`src/rtl/fetch_ctrl.sv`:
```
// fetch_ctrl: IF-stage sequencer (PC enable, imem req/gnt/rvalid, at most one fetch outstanding).
// Latency: combinational (Mealy) outputs; 2 cycles/instruction with gnt in REQ and rvalid next cycle.
// Backpressure: i_stall_IF parks a returned instruction in HOLD; PC is held until ID accepts it.
//
// Ports:
//   clk, i_rst_IF (async, active-high)
//   i_pc_src_EX, i_stall_IF, i_imem_gnt_IF, i_imem_rvalid_IF
//   o_imem_req_IF, o_en_IF, o_valid_ID, o_flush_ID, o_fetch_err_IF, o_stall_cnt
// Optional feature macro: FETCH_STALL_CNT_EN (stall-cycle counter on o_stall_cnt; else tied to 0).
module fetch_ctrl #(
  parameter int TIMEOUT = 64,
  parameter int CNT_W   = 32
) (
  input  logic             clk,
  input  logic             i_rst_IF,
  input  logic             i_pc_src_EX,
  input  logic             i_stall_IF,
  input  logic             i_imem_gnt_IF,
  input  logic             i_imem_rvalid_IF,
  output logic             o_imem_req_IF,
  output logic             o_en_IF,
  output logic             o_valid_ID,
  output logic             o_flush_ID,
  output logic             o_fetch_err_IF,
  output logic [CNT_W-1:0] o_stall_cnt
);

  localparam int TW = $clog2(TIMEOUT + 1);
  localparam logic [TW-1:0] TMAX = TW'(TIMEOUT);

  typedef enum logic [2:0] {BOOT, REQ, WAIT, HOLD, DRAIN} state_t;

  state_t        state, state_nxt;
  logic [TW-1:0] tcnt, tcnt_nxt;
  logic          err;
  logic          waiting;

  always_ff @(posedge clk or posedge i_rst_IF) begin
    if (i_rst_IF) begin
      state <= BOOT;
      tcnt  <= '0;
      err   <= 1'b0;
    end else begin
      state <= state_nxt;
      tcnt  <= tcnt_nxt;
      if (tcnt_nxt == TMAX) err <= 1'b1;
    end
  end

  always_comb begin
    state_nxt     = state;
    o_imem_req_IF = 1'b0;
    o_en_IF       = 1'b0;
    o_valid_ID    = 1'b0;
    o_flush_ID    = 1'b0;
    case (state)
      BOOT: state_nxt = REQ;
      default: begin
        if (i_pc_src_EX) begin
          // Redirect wins: PC reloads, IF/ID is killed. An outstanding fetch
          // still owes us a response, so WAIT/DRAIN must drain it first.
          o_en_IF    = 1'b1;
          o_flush_ID = 1'b1;
          case (state)
            WAIT, DRAIN: state_nxt = i_imem_rvalid_IF ? REQ : DRAIN;
            default:     state_nxt = REQ;
          endcase
        end else begin
          case (state)
            REQ: begin
              o_imem_req_IF = 1'b1;
              if (i_imem_gnt_IF) state_nxt = WAIT;
            end
            WAIT: begin
              if (i_imem_rvalid_IF) begin
                if (i_stall_IF) begin
                  state_nxt = HOLD;
                end else begin
                  o_valid_ID = 1'b1;
                  o_en_IF    = 1'b1;
                  state_nxt  = REQ;
                end
              end
            end
            HOLD: begin
              if (!i_stall_IF) begin
                o_valid_ID = 1'b1;
                o_en_IF    = 1'b1;
                state_nxt  = REQ;
              end
            end
            DRAIN: begin
              if (i_imem_rvalid_IF) state_nxt = REQ;
            end
            default: state_nxt = BOOT;
          endcase
        end
      end
    endcase
  end

  // Timeout counts idle cycles spent waiting on imem; any state change restarts it.
  always_comb begin
    waiting = ((state == WAIT) || (state == DRAIN)) && !i_imem_rvalid_IF;
    if (state_nxt != state)
      tcnt_nxt = '0;
    else if (waiting && (tcnt != TMAX))
      tcnt_nxt = tcnt + 1'b1;
    else
      tcnt_nxt = tcnt;
  end

  assign o_fetch_err_IF = err;

`ifdef FETCH_STALL_CNT_EN
  logic [CNT_W-1:0] scnt;

  always_ff @(posedge clk or posedge i_rst_IF) begin
    if (i_rst_IF)
      scnt <= '0;
    else if ((state != BOOT) && !o_en_IF && (scnt != '1))
      scnt <= scnt + 1'b1;
  end

  assign o_stall_cnt = scnt;
`else
  assign o_stall_cnt = '0;
`endif

endmodule
```
`config.mk`:
```
export PLATFORM = sky130hd
export DESIGN_NAME = fetch_ctrl
export DESIGN_NICKNAME = d
export VERILOG_FILES = /design/src/rtl/fetch_ctrl.sv
export SDC_FILE = /design/constraint.sdc
export NUM_CORES = 1
export LEC_CHECK = 0
export CORE_MARGIN = 2
export CORE_UTILIZATION = 39
export CTS_CLUSTER_SIZE = 16
export DETAILED_ROUTE_END_ITERATION = 12
export MAX_ROUTING_LAYER = met4
export PLACE_DENSITY = 0.79
export SETUP_SLACK_MARGIN = 0.5
export SLEW_MARGIN = 20
export SYNTH_ARGS = -nofsm -noshare
export SYNTH_HDL_FRONTEND = slang
export SYNTH_SLANG_ARGS = --single-unit
```
`constraint.sdc`:
```
create_clock -name clk -period 1.65 [get_ports clk]
set_input_delay 0.2475 -clock clk [delete_from_list [all_inputs] [get_ports clk]]
set_output_delay 0.2475 -clock clk [all_outputs]
set_load 0.005 [all_outputs]
```
; Word-level counts from Yosys, hierarchy flattened
; Cells that the tools add are included.
[word_totals]
ff_bits = 11
wordCells = 41
[op_classes]
add_sub_neg = 1
eq_ne = 7
mux = 24
n_reduce_logical = 6
[ops]
columns = cell, count
row1 = $mux W3, 8
row2 = $mux W7, 2
row3 = $pmux W3 S4, 1
row4 = $mux W1, 11
row5 = $add A7 B1 Y7 const B, 1
row6 = $eq A7 B7 Y1 const B, 1
row7 = $ne A7 B7 Y1 const B, 1
row8 = $eq A3 B2 Y1 const B, 2
row9 = $eq A3 B1 Y1 const B, 1
row10 = $eq A3 B3 Y1 const B, 1
row11 = $logic_not A3 Y1, 1
row12 = $ne A3 B3 Y1, 1
row13 = $logic_and A1 B1 Y1, 2
row14 = $mux W2, 1
row15 = $pmux W1 S2, 1
row16 = $reduce_or A2 Y1, 1
row17 = $logic_not A1 Y1, 1
row18 = $logic_or A1 B1 Y1, 1

; Depth between registers and ports, before layout
; Gate-level depths: netlist of run 1.
[depth]
word_depth = 8
mapped_depth = 7

; Worst setup path after synthesis of run 1
; Ideal clock, no wire load.
[synth_path]
path_type = flip-flop to flip-flop
startpoint = register tcnt[0]
endpoint = register err, in the netlist o_fetch_err_IF
t_arrival_ns = 1.723
slack_ns = -0.194
stages_incl_launch_ff = 8
path_buffers = 0
cell_sequence = dfrtp_1 -> inv_1 -> ha_1 -> and4bb_2 -> a211oi_4 -> mux2i_1 -> o22ai_2 -> a41o_1
[synth_between]
elab_chain_cells = 5
elab_cells_between_ends = 6
classes_between = add/sub (1) / eq/ne (2) / mux (2) / reduce/logical (1)
[synth_lines]
columns = element, line
row1 = start: declaration, 34  ; logic [TW-1:0] tcnt, tcnt_nxt;
row2 = start signal: assignment, 45  ; tcnt <= tcnt_nxt;
row3 = branches (longest 2 deep; another with $add A7 B1 Y7), n/a
row4 = $mux W7 *, 107  ; else if (waiting && (tcnt != TMAX))
row5 = $mux W7 *, 105  ; if (state_nxt != state)
row6 = $eq A7 B7 Y1 *, 46  ; if (tcnt_nxt == TMAX) err <= 1'b1;
row7 = end signal: assignment, 42  ; err <= 1'b0;
row8 = end signal: assignment, 46
row9 = end: declaration, 35  ; logic err;
; Every way passes the cells marked *.
; A chain may end at the register's enable or synchronous reset.

; Final worst setup path of run 1
[layout_path]
startpoint = register tcnt[1]
endpoint = register err, in the netlist o_fetch_err_IF
; The elaborated chain is that of the path after synthesis.

==> flow_metrics.tcl, run 1 <==
set metrics [dict create \
    ys_seq_area_share_pct 25.9 \
    required_ns 1.82 \
    dp.cells 188 \
    synth_cell_types 38 \
    cts-root-buf "clkbuf_4" \
    num_rows 18 \
    fin_nets 192 \
    synth_warnings 0 \
    cp_top_family "compound AO/OA/AOI/OAI gates" \
    dieArea_um2 3150 \
    routed_wl_mm 3.86 \
    grt_util_all_layers_pct 20.3 \
    synth_top_area_share_pct 25.9 \
    synth_flop_cell "dfrtp_1" \
    cp_slowest_stage_delay_ns 0.38 \
    multi_input_area_um2 811 \
    crit_slowest_cell "dfrtp_1" \
    drc 0 \
    post_drt_wl_per_cell_um 18.1 \
    crit_path_start_kind "flip-flop" \
    dieHeight_um 56.2 \
    setup.worst_path.end_class "flip-flop" \
    finalSetupTns_ns -0.831 \
    layout-drive-gt1-share_pct 51.4 \
    grt_overflow 0 \
    grt_max_degree 12 \
    post-place-ws_ns -0.303 \
    grt_pass1_wl_mm 4.84 \
    fp.dieW_um 56.2 \
    final_common_cell "conb_1" \
    ys_ff_latch 11 \
    cap_viol_max_count 0 \
    hold_viol_final 0 \
    ant_nets 0 \
    min_period_ns 1.82 \
    clockBufferDepth 2 \
    netlist_instances 129 \
    dr.pass1.iters 4 \
    fmax_ghz 0.549 \
    ir_drop_mv 0.359 \
    final_core_util_pct 68.0 \
    drtIter0Drc 93 \
    final_cell_mix "conb_1 (32), buf_4 (26), buf_6 (17)" \
    area_delta_synth_final_pct 61.6 \
    vias_per_cell 5.24 \
    yosysTopAreaCell "dfrtp_1" \
    crit_arrival_ns 1.99 \
    syn_avg_cell_area_um2 8.22 \
    powerDensity_nw_per_um2 478 \
    setup_viol 11 \
    place.gp.congestion 0.924 \
    fill_cells 167 \
    cts_made_buffers 3 \
    port_buffers 10 \
    fin_worst_skew_ns 0.00652 \
    critPathBufInv 1 \
    synth_edf_count 0 \
    antenna_cells 0 \
    synth-async-reset-ratio_pct 100 \
    cp_max_fo 3 \
    top_level_ports 43 \
    synth_area_leaders "dfrtp_1 (26%), buf_4 (23%), nor2_1 (5.7%)" \
    rrSetupSlack_ns -0.17 \
    leakagePower_nw 0.805 \
    num_vias 1117 \
    fin_crit_sh_pct 110 \
    drv_slew 0 \
    clock_sinks 11 \
    htreeDepth 1 \
    critPathKind "reg -> reg" \
    hold_path_class "in -> async" \
    layout_setup_ws_ns -0.173 \
    dpl.hpwl_mm 1.80 \
    antenna_found_initial 0 \
    r2r_start "tcnt[1]$_DFF_PP0_" \
    cts_tree "yes" \
    worstReg2RegEnd "o_fetch_err_IF$_DFFE_PP0N_" \
    crit_chain "inv_2 -> ha_2 -> and4bb_2 -> a211oi_4 -> nand2_1 -> o2bb2ai_1 -> a41o_1" \
    rr_worst_depth 7 \
    violations "negative setup slack" \
    clkSlewWorstSetupHoldPaths_ns 0.08 \
    rsz0062_at_grt "yes" \
    synthesis.area_um2 1060 \
    fin_cells 213 \
    grt_pass1_vias 1039 \
    hold_ws_ns 0.265 \
    status "complete, but fails checks" \
    clk_latency_ns 0.29 \
    regArea_um2 278 \
    coreArea_um2 2520 \
    initial_core_util_pct 42.1 \
]
[per-layer routing]
metal | GRT usage (%) | routed length (um)
met5 | - | 0
met4 | 14.6 | 193
met3 | 2.56 | 278
met2 | 33.1 | 2020
met1 | 22.7 | 1370
[power by group]
part	switching [mW]	internal [mW]	total [mW]
clock	0.109	0.0902	0.199
sequential	0.00775	0.278	0.286
combinational	0.161	0.173	0.334
[worst register-to-register path: cells and delay by family (launching register included)]
kind,cells,cell delay (ns)
simple gates,2,0.41
flops,1,0.38
fa+ha+maj,1,0.16
compound gates,3,0.70
buf+inv,1,0.06
[cell usage after synthesis, types with 3 or more instances]
library cell  count
a21oi_1           8
buf_4            32
clkbuf_1          3
dfrtp_1          11
inv_1             4
nand2_1           5
nand3_1           3
nor2_1           16
nor3_1            5
xnor2_1           6
[what timing repair did]
action                                  4_1_cts  5_1_grt
hold buffers                                  0        0
cloned                                        0        1
pin swaps                                    16        9
setup buffers                                17        3
endpoints found under the setup margin       14       15
resized for setup                            48       16
[kinds of logic (layout without fill, tap and decap cells)]
group,Yosys count,in the layout,synth area share (%)
AO/OA/AOI/OAI,20,20,13.8
XOR/XNOR,8,8,6.60
adder cells (fa/ha/maj),2,2,2.36
buffers and inverters,42,65,27.7
flip-flops,11,11,25.9
multiplexers,1,1,0.943
other,1,32,0.353
AND/OR/NAND/NOR,44,44,22.3
[registers in the layout, indices dropped and copies added (netlist names)]
signal	flops
o_fetch_err_IF	1
state	3
tcnt	7
[area by class of cell]
cell class / count / area share (%)
multi-input combinational: 107 / 47.3
clock buffer: 3 / 1.31
timing repair buffer: 57 / 31.8
clock inverter: 1 / 0.292
tap: 30 / 2.19
sequential: 11 / 16.2
inverter: 4 / 0.876
[through the flow]
| stage | area (um^2) | power [mW] |
|---|---|---|
| after floorplan | 1290 | 0.471 |
| after global placement | 1350 | 0.502 |
| after detailed placement | 1350 | 0.508 |
| after CTS | 1600 | 0.769 |
| after global routing | 1710 | 0.854 |
| final | 1710 | 0.819 |
[worst max path at each step]
stage,startpoint,endpoint,slack [ns],cells after the start
final,tcnt[1]$_DFF_PP0_,o_fetch_err_IF$_DFFE_PP0N_,-0.17,7
after detailed placement,i_pc_src_EX,o_en_IF,-0.30,6
after global placement,i_pc_src_EX,o_valid_ID,-0.28,4
after floorplan,tcnt[0]$_DFF_PP0_,o_fetch_err_IF$_DFFE_PP0N_,-0.15,7
after CTS,state[1]$_DFF_PP0_,o_fetch_err_IF$_DFFE_PP0N_,-0.10,7
after global routing,state[1]$_DFF_PP0_,o_fetch_err_IF$_DFFE_PP0N_,-0.23,8
Note: power is estimated with default switching activity, not from simulation.
==> run 2, diff against run 1 <==
Settings changed: ABC_AREA set to 1.
==> flow_metrics.tcl, run 2 <==
set metrics [dict create \
    fp.dieW_um 57.0 \
    cap_viol_max_count 0 \
    crit_path_start_kind "flip-flop" \
    synth_warnings 0 \
    dieHeight_um 57.0 \
    rsz0062_at_grt "yes" \
    synth_top_area_share_pct 25.1 \
    critPathKind "reg -> reg" \
    hold_path_class "in -> async" \
    final_cell_mix "conb_1 (32), buf_4 (30), nand2_2 (18)" \
    powerDensity_nw_per_um2 676 \
    synth_flop_cell "dfrtp_1" \
    fin_nets 221 \
    synthesis.area_um2 1100 \
    drtIter0Drc 29 \
    netlist_instances 155 \
    grt_pass1_wl_mm 4.95 \
    rr_worst_depth 10 \
    wl_met1_mm 1.34 \
    power_switching_mw 0.487 \
    required_ns 1.85 \
    crit_chain "nor2_1 -> nand3_2 -> nand3_4 -> buf_6 -> nand2_2 -> nand2_2 -> inv_1 -> o211ai_1 -> nand2_2 -> o21bai_2" \
    layout_setup_ws_ns -0.105 \
    grt_overflow 0 \
    fin_crit_sh_pct 106 \
    htreeDepth 1 \
    synth_area_leaders "dfrtp_1 (25%), buf_4 (23%), nand2_1 (10%)" \
    ys_seq_area_share_pct 25.1 \
    grt_util_all_layers_pct 20.1 \
    violations "negative setup slack" \
    clk_latency_ns 0.27 \
    hold_buffers 0 \
    synth-async-reset-ratio_pct 100 \
    top_level_ports 43 \
    num_rows 19 \
    r2r_start "tcnt[2]$_DFF_PP0_" \
    port_buffers 10 \
    worstReg2RegEnd "o_fetch_err_IF$_DFFE_PP0N_" \
    initial_core_util_pct 40.5 \
    drv_slew 0 \
    vias_per_cell 4.65 \
    yosysMostFrequentCell "buf_4" \
    syn_avg_cell_area_um2 7.08 \
    yosysTopAreaCell "dfrtp_1" \
    clockBufferDepth 2 \
    fin_worst_skew_ns 0.000775 \
    antenna_cells 0 \
    drc 0 \
    fill_cells 184 \
    dr_wl_met3_um 107 \
    routed_wl_mm 3.33 \
    rrSetupSlack_ns -0.10 \
    startpoint "tcnt[2]$_DFF_PP0_" \
    yosys-top-cells-count "buf_4 (33), nand2_1 (30), inv_1 (20)" \
    crit_end "o_fetch_err_IF$_DFFE_PP0N_" \
    cp_common_cell "nand2_2" \
    area_delta_synth_final_pct 62.3 \
    antenna_found_initial 0 \
    hold_ws_ns 0.279 \
    place_area_um2 1300 \
    final_common_cell "conb_1" \
    combPwrFrac_pct 59.2 \
    dieArea_um2 3250 \
    critPathBufInv 2 \
    status "complete, but fails checks" \
    grt_max_degree 12 \
    regMostFlops "tcnt" \
    setup_viol 7 \
    cts_made_buffers 3 \
    dpl.hpwl_mm 1.62 \
    synth_edf_count 0 \
    post-place-ws_ns -0.176 \
    dr.max_layer_used "met4" \
    clock_sinks 11 \
    dr.pass1.iters 5 \
    met2_wirelength_mm 1.84 \
    fin_area_um2 1780 \
    pwr-share-clk_pct 16.0 \
    post_drt_wl_per_cell_um 13.7 \
    coreArea_um2 2710 \
    min_period_ns 1.75 \
    hold_viol_final 0 \
    p_int_mw 0.715 \
    cp_max_fo 6 \
    largest_register_ff_count 7 \
    clkSlewWorstSetupHoldPaths_ns 0.07 \
    ir_drop_mv 0.609 \
    crit_slowest_cell "dfrtp_1" \
    layout-drive-gt1-share_pct 53.8 \
    grt_pass1_vias 1101 \
    finalSetupTns_ns -0.214 \
    cp_slowest_stage_delay_ns 0.48 \
    cts_tree "yes" \
    setup.worst_path.end_class "flip-flop" \
    num_vias 1129 \
    cp_top_family "simple AND/OR/NAND/NOR gates" \
    crit_arrival_ns 1.96 \
    crit_cells 10 \
    power_frac_seq_pct 24.8 \
    ant_nets 0 \
    final_core_util_pct 65.7 \
    cts-root-buf "clkbuf_4" \
    synth_cell_types 26 \
    swShare_pct 40.5 \
    leakagePower_nw 0.908 \
    ys_ff_latch 11 \
    place.gp.congestion 0.875 \
    fmax_ghz 0.570 \
]
-- run 2: changes by cell type after synthesis, moves of 5 or more --
cell	delta
a21oi_1	-7
nand2_2	+5
nand3_1	+6
nand2_1	+25
inv_1	+16
-- run 2: area by class of cell --
class	instances	area (um^2)	share of cell area, %
Clock buffer	4	26.3	1.48
Inverter	23	91.3	5.13
Multi-Input combinational cell	119	853	47.9
Sequential cell	11	275	15.5
Tap cell	31	38.8	2.18
Timing Repair Buffer	55	495	27.8
-- run 2: cells by family after synthesis --
group	share of synthesized area [%]
buffers and inverters	30.4
flip-flops	25.1
AND/OR/NAND/NOR	31.9
other	0.342
XOR/XNOR	3.99
AO/OA/AOI/OAI	5.93
adder cells (fa/ha/maj)	2.28
-- run 2: repair_timing --
| item | 4_1_cts | 5_1_grt |
|---|---|---|
| endpoints found under the setup margin | 15 | 15 |
| buffers inserted | 18 | 6 |
| resized for setup | 58 | 31 |
| pin swaps | 30 | 12 |
-- run 2: power by group through the flow --
stage / clock network (mW) / logic (mW) / registers, mW
floorplan: 0 / 0.305 / 0.302
global placement: 0 / 0.419 / 0.305
detailed placement: 0 / 0.423 / 0.306
CTS: 0.183 / 0.581 / 0.297
global route: 0.208 / 0.755 / 0.299
finish: 0.192 / 0.712 / 0.299
-- run 2: how the worst min path moves through the flow --
| stage | from | end | slack (ns) | depth (start not counted) |
|---|---|---|---|---|
| finish | i_rst_IF | o_fetch_err_IF$_DFFE_PP0N_ | 0.28 | 2 |
| global route | i_rst_IF | tcnt[6]$_DFF_PP0_ | 0.34 | 2 |
| CTS | i_rst_IF | o_fetch_err_IF$_DFFE_PP0N_ | 0.28 | 2 |
| detailed placement | o_fetch_err_IF$_DFFE_PP0N_ | o_fetch_err_IF$_DFFE_PP0N_ | 0.47 | 1 |
| global placement | o_fetch_err_IF$_DFFE_PP0N_ | o_fetch_err_IF$_DFFE_PP0N_ | 0.46 | 1 |
| floorplan | i_rst_IF | o_fetch_err_IF$_DFFE_PP0N_ | 0.1 | 1 |
-- run 2: layer usage --
metal / GRT usage, % / up-vias
met4: 7.64 / 0
li1: - / 527
met2: 35.0 / 38
met3: 2.72 / 4
met1: 23.4 / 560
met5: - / -
-- run 2: metrics by stage --
stage,cells,total power [mW]
after floorplan,186,0.606
after global placement,215,0.724
after detailed placement,215,0.729
after CTS,237,1.06
after global routing,243,1.26
final,243,1.20
==> run 3, diff against run 2 <==
Settings changed: CORE_UTILIZATION 39 to 43, GPL_TIMING_DRIVEN set to 0, PLACE_DENSITY 0.79 to 0.82.
Clock period 1.65 ns to 1.9 ns, I/O delays scaled along.
==> flow_metrics.tcl, run 3 (same netlist as run 2, synthesis figures left out) <==
set metrics [dict create \
    regMostFlops "tcnt" \
    dr.pass1.iters 4 \
    fin_worst_skew_ns 0.000409 \
    grt_pass1_wl_mm 4.53 \
    critPathKind "reg -> out" \
    final_common_cell "buf_4" \
    cts_made_buffers 3 \
    clockBufferDepth 2 \
    crit_chain "clkinvlp_4 -> buf_4 -> buf_6 -> nor4_4 -> buf_2" \
    antenna_cells 0 \
    fmax_ghz 0.550 \
    routed_wl_mm 3.13 \
    rrSetupSlack_ns 0.11 \
    fin_crit_sh_pct 95.8 \
    cts_tree "yes" \
    grt_util_all_layers_pct 21.9 \
    hold_ws_ns 0.298 \
    fp.dieW_um 54.5 \
    rr_worst_depth 13 \
    finalSetupTns_ns 0 \
    crit_slowest_cell "dfrtp_2" \
    cp_slowest_stage_delay_ns 0.44 \
    cap_viol_max_count 0 \
    rsz0062_at_grt "yes" \
    cp_max_fo 3 \
    ir_drop_mv 0.625 \
    htreeDepth 1 \
    crit_path_start_kind "flip-flop" \
    largest_register_ff_count 7 \
    drtIter0Drc 35 \
    drc 0 \
    area_delta_synth_final_pct 56.7 \
    required_ns 1.62 \
    clk_latency_ns 0.27 \
    grt_overflow 0 \
    clock_sinks 11 \
    num_rows 18 \
    vias_per_cell 4.59 \
    grt_pass1_vias 993 \
    coreArea_um2 2450 \
    antenna_found_initial 0 \
    powerDensity_nw_per_um2 616 \
    fin_nets 234 \
    top_level_ports 43 \
    dieArea_um2 2970 \
    clkSlewWorstSetupHoldPaths_ns 0.07 \
    place_area_um2 1370 \
    crit_arrival_ns 1.53 \
    cts-root-buf "clkbuf_4" \
    dieHeight_um 54.5 \
    initial_core_util_pct 44.7 \
    worstReg2RegEnd "o_fetch_err_IF$_DFFE_PP0N_" \
    final_cell_mix "buf_4 (51), conb_1 (32), nand2_1 (18)" \
    fin_area_um2 1720 \
    ant_nets 0 \
    r2r_start "state[0]$_DFF_PP0_" \
    min_period_ns 1.82 \
    post_drt_wl_per_cell_um 12.3 \
    layout-drive-gt1-share_pct 50.7 \
    hold_path_class "in -> async" \
    hold_viol_final 0 \
    leakagePower_nw 0.910 \
    port_buffers 10 \
    dpl.hpwl_mm 1.59 \
    place.gp.congestion 0.854 \
    setup.worst_path.end_class "output pin" \
    status "finished, final reports clean" \
    final_core_util_pct 70.0 \
    grt_max_degree 12 \
    num_vias 1171 \
    fill_cells 175 \
    setup_viol 0 \
    drv_slew 0 \
]
## run 3: layout make-up
cell class | instances | area, um^2 | share of cell area (%)
Buffer | 33 | 251 | 14.6
Timing Repair Buffer | 34 | 280 | 16.3
Sequential cell | 11 | 279 | 16.2
Inverter | 23 | 91.3 | 5.31
Clock buffer | 4 | 26.3 | 1.53
Multi-Input combinational cell | 119 | 746 | 43.4
Timing Repair inverter | 1 | 7.51 | 0.437
Tap cell | 30 | 37.5 | 2.18
## run 3: worst max path at each step
stage | endpoint | from | depth (start not counted)
5_1_grt | o_fetch_err_IF$_DFFE_PP0N_ | state[0]$_DFF_PP0_ | 13
4_1_cts | o_fetch_err_IF$_DFFE_PP0N_ | tcnt[0]$_DFF_PP0_ | 11
6_report | o_imem_req_IF | state[0]$_DFF_PP0_ | 5
2_1_floorplan | o_fetch_err_IF$_DFFE_PP0N_ | tcnt[0]$_DFF_PP0_ | 11
3_3_place_gp | o_en_IF | i_imem_rvalid_IF | 6
3_5_place_dp | o_en_IF | i_imem_rvalid_IF | 6
## run 3: stage by stage
step                total power [mW]  std cells  worst slack [ns]
global placement               0.590        226            -0.138
finish                          1.06        255            0.0806
detailed placement             0.594        226            -0.134
CTS                            0.936        250             0.244
floorplan                      0.521        186             0.356
global route                    1.11        255            0.0270
## run 3: repair_timing
item | 4_1_cts | 5_1_grt
gates resized for setup | 44 | 19
hold buffers | 0 | 0
hold endpoints to repair | 0 | 0
setup buffers | 19 | 5
pin swaps | 16 | 10
cloned | 1 | 0
endpoints found under the setup margin | 13 | 14
## run 3: worst max-delay path, delay by kind of cell (launching register included)
family        cells  cell delay, ns
buf+inv           4            0.57
simple gates      1            0.24
flops             1            0.44
## run 3: per-layer routing
metal / vias up / global-route usage [%] / share of wire [%]
met1: 516 / 27.1 / 39
met3: 20 / 2.46 / 7.3
met5: - / - / 0
met2: 77 / 36.1 / 50
li1: 558 / - / -
met4: 0 / 9.17 / 4.5
## run 3: power by group
group,switching [mW],total [mW],internal [mW]
combinational,0.334,0.626,0.292
sequential,0.0199,0.269,0.249
clock,0.0825,0.164,0.0815
total,0.436,1.06,0.623
